File: src/rtl/clkdiv_pkg.sv
// Shared constants and helpers for the multi-channel clock divider.
package clkdiv_pkg;

  localparam int DIV_W_DEFAULT = 8;

  // Divisors below 2 cannot produce both a high and a low phase.
  function automatic int unsigned clampDiv(input int unsigned div);
    return (div < 2) ? 2 : div;
  endfunction

  function automatic int chanIdxWidth(input int num_ch);
    return (num_ch <= 2) ? 1 : $clog2(num_ch);
  endfunction

endpackage

File: src/rtl/divider_channel.sv
// One divider channel: counter, active/shadow config and registered outputs.
module divider_channel
  import clkdiv_pkg::*;
#(
  parameter int DIV_W        = DIV_W_DEFAULT,
  parameter int DEFAULT_DIV  = 2,
  parameter int DEFAULT_HIGH = 1
) (
  input  logic             clk,
  input  logic             rst_n,
  input  logic             enable,
  input  logic             sync,
  input  logic             wr_strobe,
  input  logic [DIV_W-1:0] div,
  input  logic [DIV_W-1:0] high,
  output logic             new_clock,
  output logic             tick,
  output logic             pending
);

  logic [DIV_W-1:0] cnt_q, cnt_d;
  logic [DIV_W-1:0] div_act_q, div_act_d;
  logic [DIV_W-1:0] high_act_q, high_act_d;
  logic [DIV_W-1:0] shadow_div_q, shadow_div_d;
  logic [DIV_W-1:0] shadow_high_q, shadow_high_d;
  logic             pending_q, pending_d;
  logic             run_q, run_d;
  logic             new_clock_q, new_clock_d;
  logic             tick_q, tick_d;
  logic [DIV_W-1:0] last_old, last_new;
  logic             boundary;

  // NOTE: every signal assigned here gets a default first, so no latch is inferred.
  always_comb begin
    shadow_div_d  = shadow_div_q;
    shadow_high_d = shadow_high_q;
    pending_d     = pending_q;
    div_act_d     = div_act_q;
    high_act_d    = high_act_q;
    cnt_d         = '0;
    new_clock_d   = 1'b0;
    tick_d        = 1'b0;
    run_d         = enable;

    if (wr_strobe) begin
      shadow_div_d  = div;
      shadow_high_d = high;
      pending_d     = 1'b1;
    end

    // A period boundary is a wrap, a sync, a (re)start or an idle channel.
    last_old = DIV_W'(clampDiv(32'(div_act_q)) - 1);
    boundary = !enable || sync || !run_q || (cnt_q == last_old);

    if (boundary) begin
      div_act_d  = shadow_div_d;
      high_act_d = shadow_high_d;
      pending_d  = 1'b0;
    end

    last_new = DIV_W'(clampDiv(32'(div_act_d)) - 1);
    if (enable) begin
      cnt_d       = boundary ? '0 : cnt_q + DIV_W'(1);
      new_clock_d = (cnt_d < high_act_d);
      tick_d      = (cnt_d == last_new);
    end
  end

  // NOTE: reset is synchronous, so it is sampled inside the clocked block and
  // clears every register including the shadow copy; state uses <= only.
  always_ff @(posedge clk) begin
    if (!rst_n) begin
      cnt_q         <= '0;
      div_act_q     <= DIV_W'(DEFAULT_DIV);
      high_act_q    <= DIV_W'(DEFAULT_HIGH);
      shadow_div_q  <= DIV_W'(DEFAULT_DIV);
      shadow_high_q <= DIV_W'(DEFAULT_HIGH);
      pending_q     <= 1'b0;
      run_q         <= 1'b0;
      new_clock_q   <= 1'b0;
      tick_q        <= 1'b0;
    end else begin
      cnt_q         <= cnt_d;
      div_act_q     <= div_act_d;
      high_act_q    <= high_act_d;
      shadow_div_q  <= shadow_div_d;
      shadow_high_q <= shadow_high_d;
      pending_q     <= pending_d;
      run_q         <= run_d;
      new_clock_q   <= new_clock_d;
      tick_q        <= tick_d;
    end
  end

  assign new_clock = new_clock_q;
  assign tick      = tick_q;
  assign pending   = pending_q;

endmodule

File: src/rtl/multi_clock_divider.sv
// Multi-channel programmable divider: channel array plus config write decode.
module multi_clock_divider
  import clkdiv_pkg::*;
#(
  parameter int  NUM_CH       = 4,
  parameter int  DIV_W        = DIV_W_DEFAULT,
  parameter int  DEFAULT_DIV  = 2,
  parameter int  DEFAULT_HIGH = 1,
  localparam int CH_W         = chanIdxWidth(NUM_CH)
) (
  input  logic              sysClock,
  input  logic              sysReset_n,
  input  logic [NUM_CH-1:0] chEnable,
  input  logic              syncAll,
  input  logic              cfgWrite,
  input  logic [CH_W-1:0]   cfgChan,
  input  logic [DIV_W-1:0]  cfgDiv,
  input  logic [DIV_W-1:0]  cfgHigh,
  output logic [NUM_CH-1:0] newClock,
  output logic [NUM_CH-1:0] tick,
  output logic [NUM_CH-1:0] cfgPending
);

  logic [NUM_CH-1:0] wr_sel;

  for (genvar i = 0; i < NUM_CH; i++) begin : g_ch
    // Out-of-range channel numbers match no channel and are dropped.
    assign wr_sel[i] = cfgWrite && (int'(cfgChan) == i);

    divider_channel #(
      .DIV_W       (DIV_W),
      .DEFAULT_DIV (DEFAULT_DIV),
      .DEFAULT_HIGH(DEFAULT_HIGH)
    ) u_channel (
      .clk      (sysClock),
      .rst_n    (sysReset_n),
      .enable   (chEnable[i]),
      .sync     (syncAll),
      .wr_strobe(wr_sel[i]),
      .div      (cfgDiv),
      .high     (cfgHigh),
      .new_clock(newClock[i]),
      .tick     (tick[i]),
      .pending  (cfgPending[i])
    );
  end

endmodule

File: config.mk
export PLATFORM = sky130hd
export DESIGN_NAME = multi_clock_divider
export DESIGN_NICKNAME = d
export VERILOG_FILES = /design/src/rtl/clkdiv_pkg.sv /design/src/rtl/divider_channel.sv /design/src/rtl/multi_clock_divider.sv
export SDC_FILE = /design/constraint.sdc
export NUM_CORES = 1
export LEC_CHECK = 0
export ABC_CLOCK_PERIOD_IN_PS = 5300
export CAP_MARGIN = 20
export CORE_MARGIN = 5
export CORE_UTILIZATION = 55
export CTS_BUF_LIST = sky130_fd_sc_hd__clkbuf_16
export DETAILED_ROUTE_END_ITERATION = 8
export PLACE_DENSITY_LB_ADDON = 0.3
export SLEW_MARGIN = 0
export SYNTH_ARGS = -nofsm -noshare
export SYNTH_HDL_FRONTEND = slang
export SYNTH_SLANG_ARGS = --single-unit
File: constraint.sdc
create_clock -name sysClock -period 5.3 [get_ports sysClock]
set_input_delay 0.795 -clock sysClock [delete_from_list [all_inputs] [get_ports sysClock]]
set_output_delay 0.795 -clock sysClock [all_outputs]
set_load 0.01 [all_outputs]
==> impl_metrics.yaml <==
worst_hold_path:
  hp-start: "g_ch[0].u_channel.shadow_high_q[0]"
  holdPathEnd: "g_ch[0].u_channel.shadow_high_q[0]"
  min_path_cells: 2
  hp-class: "flop to flop"
global_route:
  grt_pass1_vias: 7836
  grt_max_degree: 56
  grt_antenna_before_repair: 0
  grt_pass1_wl_um: 39000
  grt_usage: 0.232
  gr-total-overflow: 0
logic_synthesis:
  ys_ff_latch: 176
  synthFlopType: "dfxtp_1"
  syn_area_um2: 9900
  synthArstFlopShare: 0
  synth.avg_cell_area_um2: 8.31
  synthDistinctLibCells: 78
  synth_edf_count: 0
  synthesis.yosys.warnings: 0
  synthCells: 1192
  synth_fp_nets: 1258
  yosysSeqAreaShare: 0.356
layout:
  diodes: 0
  fin_nets: 1256
  final_util: 0.611
  syn_to_final_growth_pct: 10.2
  n_fill_cell: 1578
  drive_gt1_frac: 0.0765
place:
  gp_congestion: 0.984
  portBuffers: 37
  hpwl_um: 17300
floorplanning:
  initial_core_util: 0.555
  core_area_um2: 17800
  dieArea_um2: 20800
  die-height_um: 144
  fp.dieW_um: 144
  rows: 49
  io_pins: 38
power:
  powerDensity_nw_per_um2: 272
  switching_share: 0.266
  power.total_uw: 2970
  p_switching_uw: 791
  power.share.clock: 0.385
  p_int_uw: 2180
  p_leak_uw: 0.00467
  p_seq_frac: 0.473
  vdd_ir_drop_max_uv: 267
  combinationalPowerShare: 0.142
critical_path:
  worst_ep_required_time_ns: 5.63
  cp_slowest_cell: "or4_4"
  critPathMaxStageDelay_ns: 0.60
  crit_arrival_ns: 5.47
  end_kind: "flop"
  worst_setup_path_start_kind: "flop"
  path_class: "flop to flop"
  rrSetupSlack_ns: 0.16
  cp_max_fo: 8
  cp_cell_sequence: "or4_4 -> o41ai_4 -> ha_1 -> nor3b_1 -> a22oi_1 -> nor4_2 -> a31o_4 -> inv_1 -> a21oi_1 -> nand2_1 -> ha_2 -> nor2_1 -> nor2_1 -> a221o_1 -> a2111oi_2 -> a31oi_1 -> or4_4 -> a2111oi_2"
  r2r-start: "g_ch[2].u_channel.div_act_q[6]"
  ff2ff_path_depth: 18
  r2r-end: "g_ch[2].u_channel.tick"
detailed_routing:
  post_drt_wl_per_cell_um: 16.7
  wl_um: 23800
  drc_errors: 0
  ant_nets: 0
  drt_first_pass_iters: 5
  via_per_inst: 5.84
  drt_iter0_drc: 677
  vias: 8356
outcome:
  outcome: "complete, no violations"
clock_network:
  clockRootBuffer: "clkbuf_16"
  cts_max_path_buffers: 2
  cts_tree: "built"
  cts-htree-levels: 4
  numCtsBuffers: 17
  clk_latency_ns: 0.43
  clk_pin_slew_ns: 0.06
  hold_buffers: 0
  numClockSinks: 176
sta:
  slew_headroom: 0.473
  layout_min_cycle_time_ns: 5.14
  setup_violations: 0
  period_share: 0.970
  slew_viol_final: 0
  worst_pin_slew_ns: 0.790
  finalHoldViolations: 0
  finalClockSkew_ns: 0.00414
  clock.fmax_mhz: 194
job:
  maxCapViolations: 0
[power groups by stage]
stage | Combinational (uW) | Clock (uW) | Sequential, uW
4_1_cts | 414 | 1160 | 1400
3_3_place_gp | 403 | 0 | 1430
6_report | 421 | 1140 | 1410
3_5_place_dp | 411 | 0 | 1430
5_1_grt | 466 | 1220 | 1410
2_1_floorplan | 316 | 0 | 1410
[synth_stat cells (16+ instances only)]
cell | count | area share
a211oi_1 | 27 | 0.020
dfxtp_1 | 176 | 0.36
o21ai_0 | 70 | 0.035
inv_1 | 22 | 0.0083
nand3_1 | 30 | 0.015
xor2_1 | 37 | 0.033
clkbuf_1 | 43 | 0.016
nor3_1 | 28 | 0.014
nand2b_1 | 16 | 0.010
xnor2_1 | 49 | 0.043
mux2i_1 | 79 | 0.080
nand2_1 | 93 | 0.035
nor2_1 | 211 | 0.080
ha_1 | 40 | 0.051
a21oi_1 | 39 | 0.020
[worst max path at each step]
stage / from / slack, ns / to / cells after the start
final: g_ch[2].u_channel.div_act_q[6] / 0.16 / g_ch[2].u_channel.tick / 18
after global routing: g_ch[2].u_channel.div_act_q[6] / -0.07 / g_ch[2].u_channel.tick / 17
after CTS: g_ch[2].u_channel.div_act_q[6] / 0.02 / g_ch[2].u_channel.tick / 19
after detailed placement: g_ch[2].u_channel.div_act_q[6] / 0.02 / g_ch[2].u_channel.tick / 19
after global placement: g_ch[2].u_channel.div_act_q[6] / 0.26 / g_ch[2].u_channel.tick / 19
after floorplan: g_ch[2].u_channel.div_act_q[4] / 0.20 / g_ch[2].u_channel.tick / 22
[through the flow]
step                      setup TNS [ns]  hold WS, ns  setup slack [ns]  cells  cell area [um2]
after floorplan                        0        0.430             0.201   1192             9900
after global placement                 0        0.445             0.260   1398            10300
after detailed placement               0        0.465            0.0245   1398            10300
after CTS                              0        0.484            0.0181   1429            10900
after global routing             -0.0718        0.515           -0.0718   1431            10900
final                                  0        0.479             0.157   1431            10900
[state kept, by name, indices dropped and copies added, names as in the netlist]
name and count:
g_ch.u_channel.div_act_q 32, g_ch.u_channel.shadow_high_q 32, g_ch.u_channel.new_clock 4, g_ch.u_channel.cnt_q 32
g_ch.u_channel.pending 4, g_ch.u_channel.high_act_q 32, g_ch.u_channel.tick 4, g_ch.u_channel.run_q 4
g_ch.u_channel.shadow_div_q 32
[worst max-delay path: cells and delay by family (launching register included)]
kind                     cells  cell delay (ns)
AO/OA/AOI/OAI                8             1.92
adder cells (fa/ha/maj)      2             0.51
buffers and inverters        1             0.08
flip-flops                   1             0.38
AND/OR/NAND/NOR              7             2.15
[area by class of cell]
class	count	area (um2)	share of cell area
well taps	229	287	0.0263
flip-flops and latches	176	3520	0.323
inverters	23	87.6	0.00803
clock inverters	14	100	0.00918
multi-input cells	906	5900	0.541
clock buffers	17	425	0.0390
repair buffers	66	588	0.0539
[repair_timing]
| item | 4_1_cts | 5_1_grt |
|---|---|---|
| setup buffers | 0 | 1 |
| gates resized for setup | 0 | 5 |
| endpoints found under the setup margin | 0 | 1 |
[cell usage in the layout (no fill, tap or decap), types with 8 or more instances in the layout]
master,count
mux2i_1,79
a211oi_1,27
a21oi_1,39
dfxtp_1,176
o211ai_1,8
nor4_1,12
nand3b_1,12
clkdlybuf4s50_1,37
clkbuf_16,17
buf_4,29
nand3_1,30
and3_1,12
nor2_1,211
and2_1,9
a31oi_1,8
nor3_1,28
nand2_1,93
xor2_1,37
o21ai_0,70
inv_1,24
or4_1,9
nand2b_1,16
xnor2_1,49
ha_1,39
nor2b_1,8
[kinds of logic (layout without fill, tap and decap cells)]
logic type / Yosys count / after routing / share of synthesized area
XOR/XNOR: 86 / 86 / 0.0761
AO/OA/AOI/OAI: 212 / 213 / 0.144
flip-flops: 176 / 176 / 0.356
multiplexers: 89 / 89 / 0.0916
buffers and inverters: 111 / 120 / 0.0534
AND/OR/NAND/NOR: 477 / 477 / 0.228
adder cells (fa/ha/maj): 41 / 41 / 0.0516
[routing by layer]
layer,vias to the layer above,track usage,wire length [um]
met1,3921,0.317,10900
li1,4152,-,-
met4,0,0.0609,373
met5,-,0,0
met3,35,0.0357,1360
met2,248,0.384,11200
Note: power is estimated with default switching activity, not from simulation.
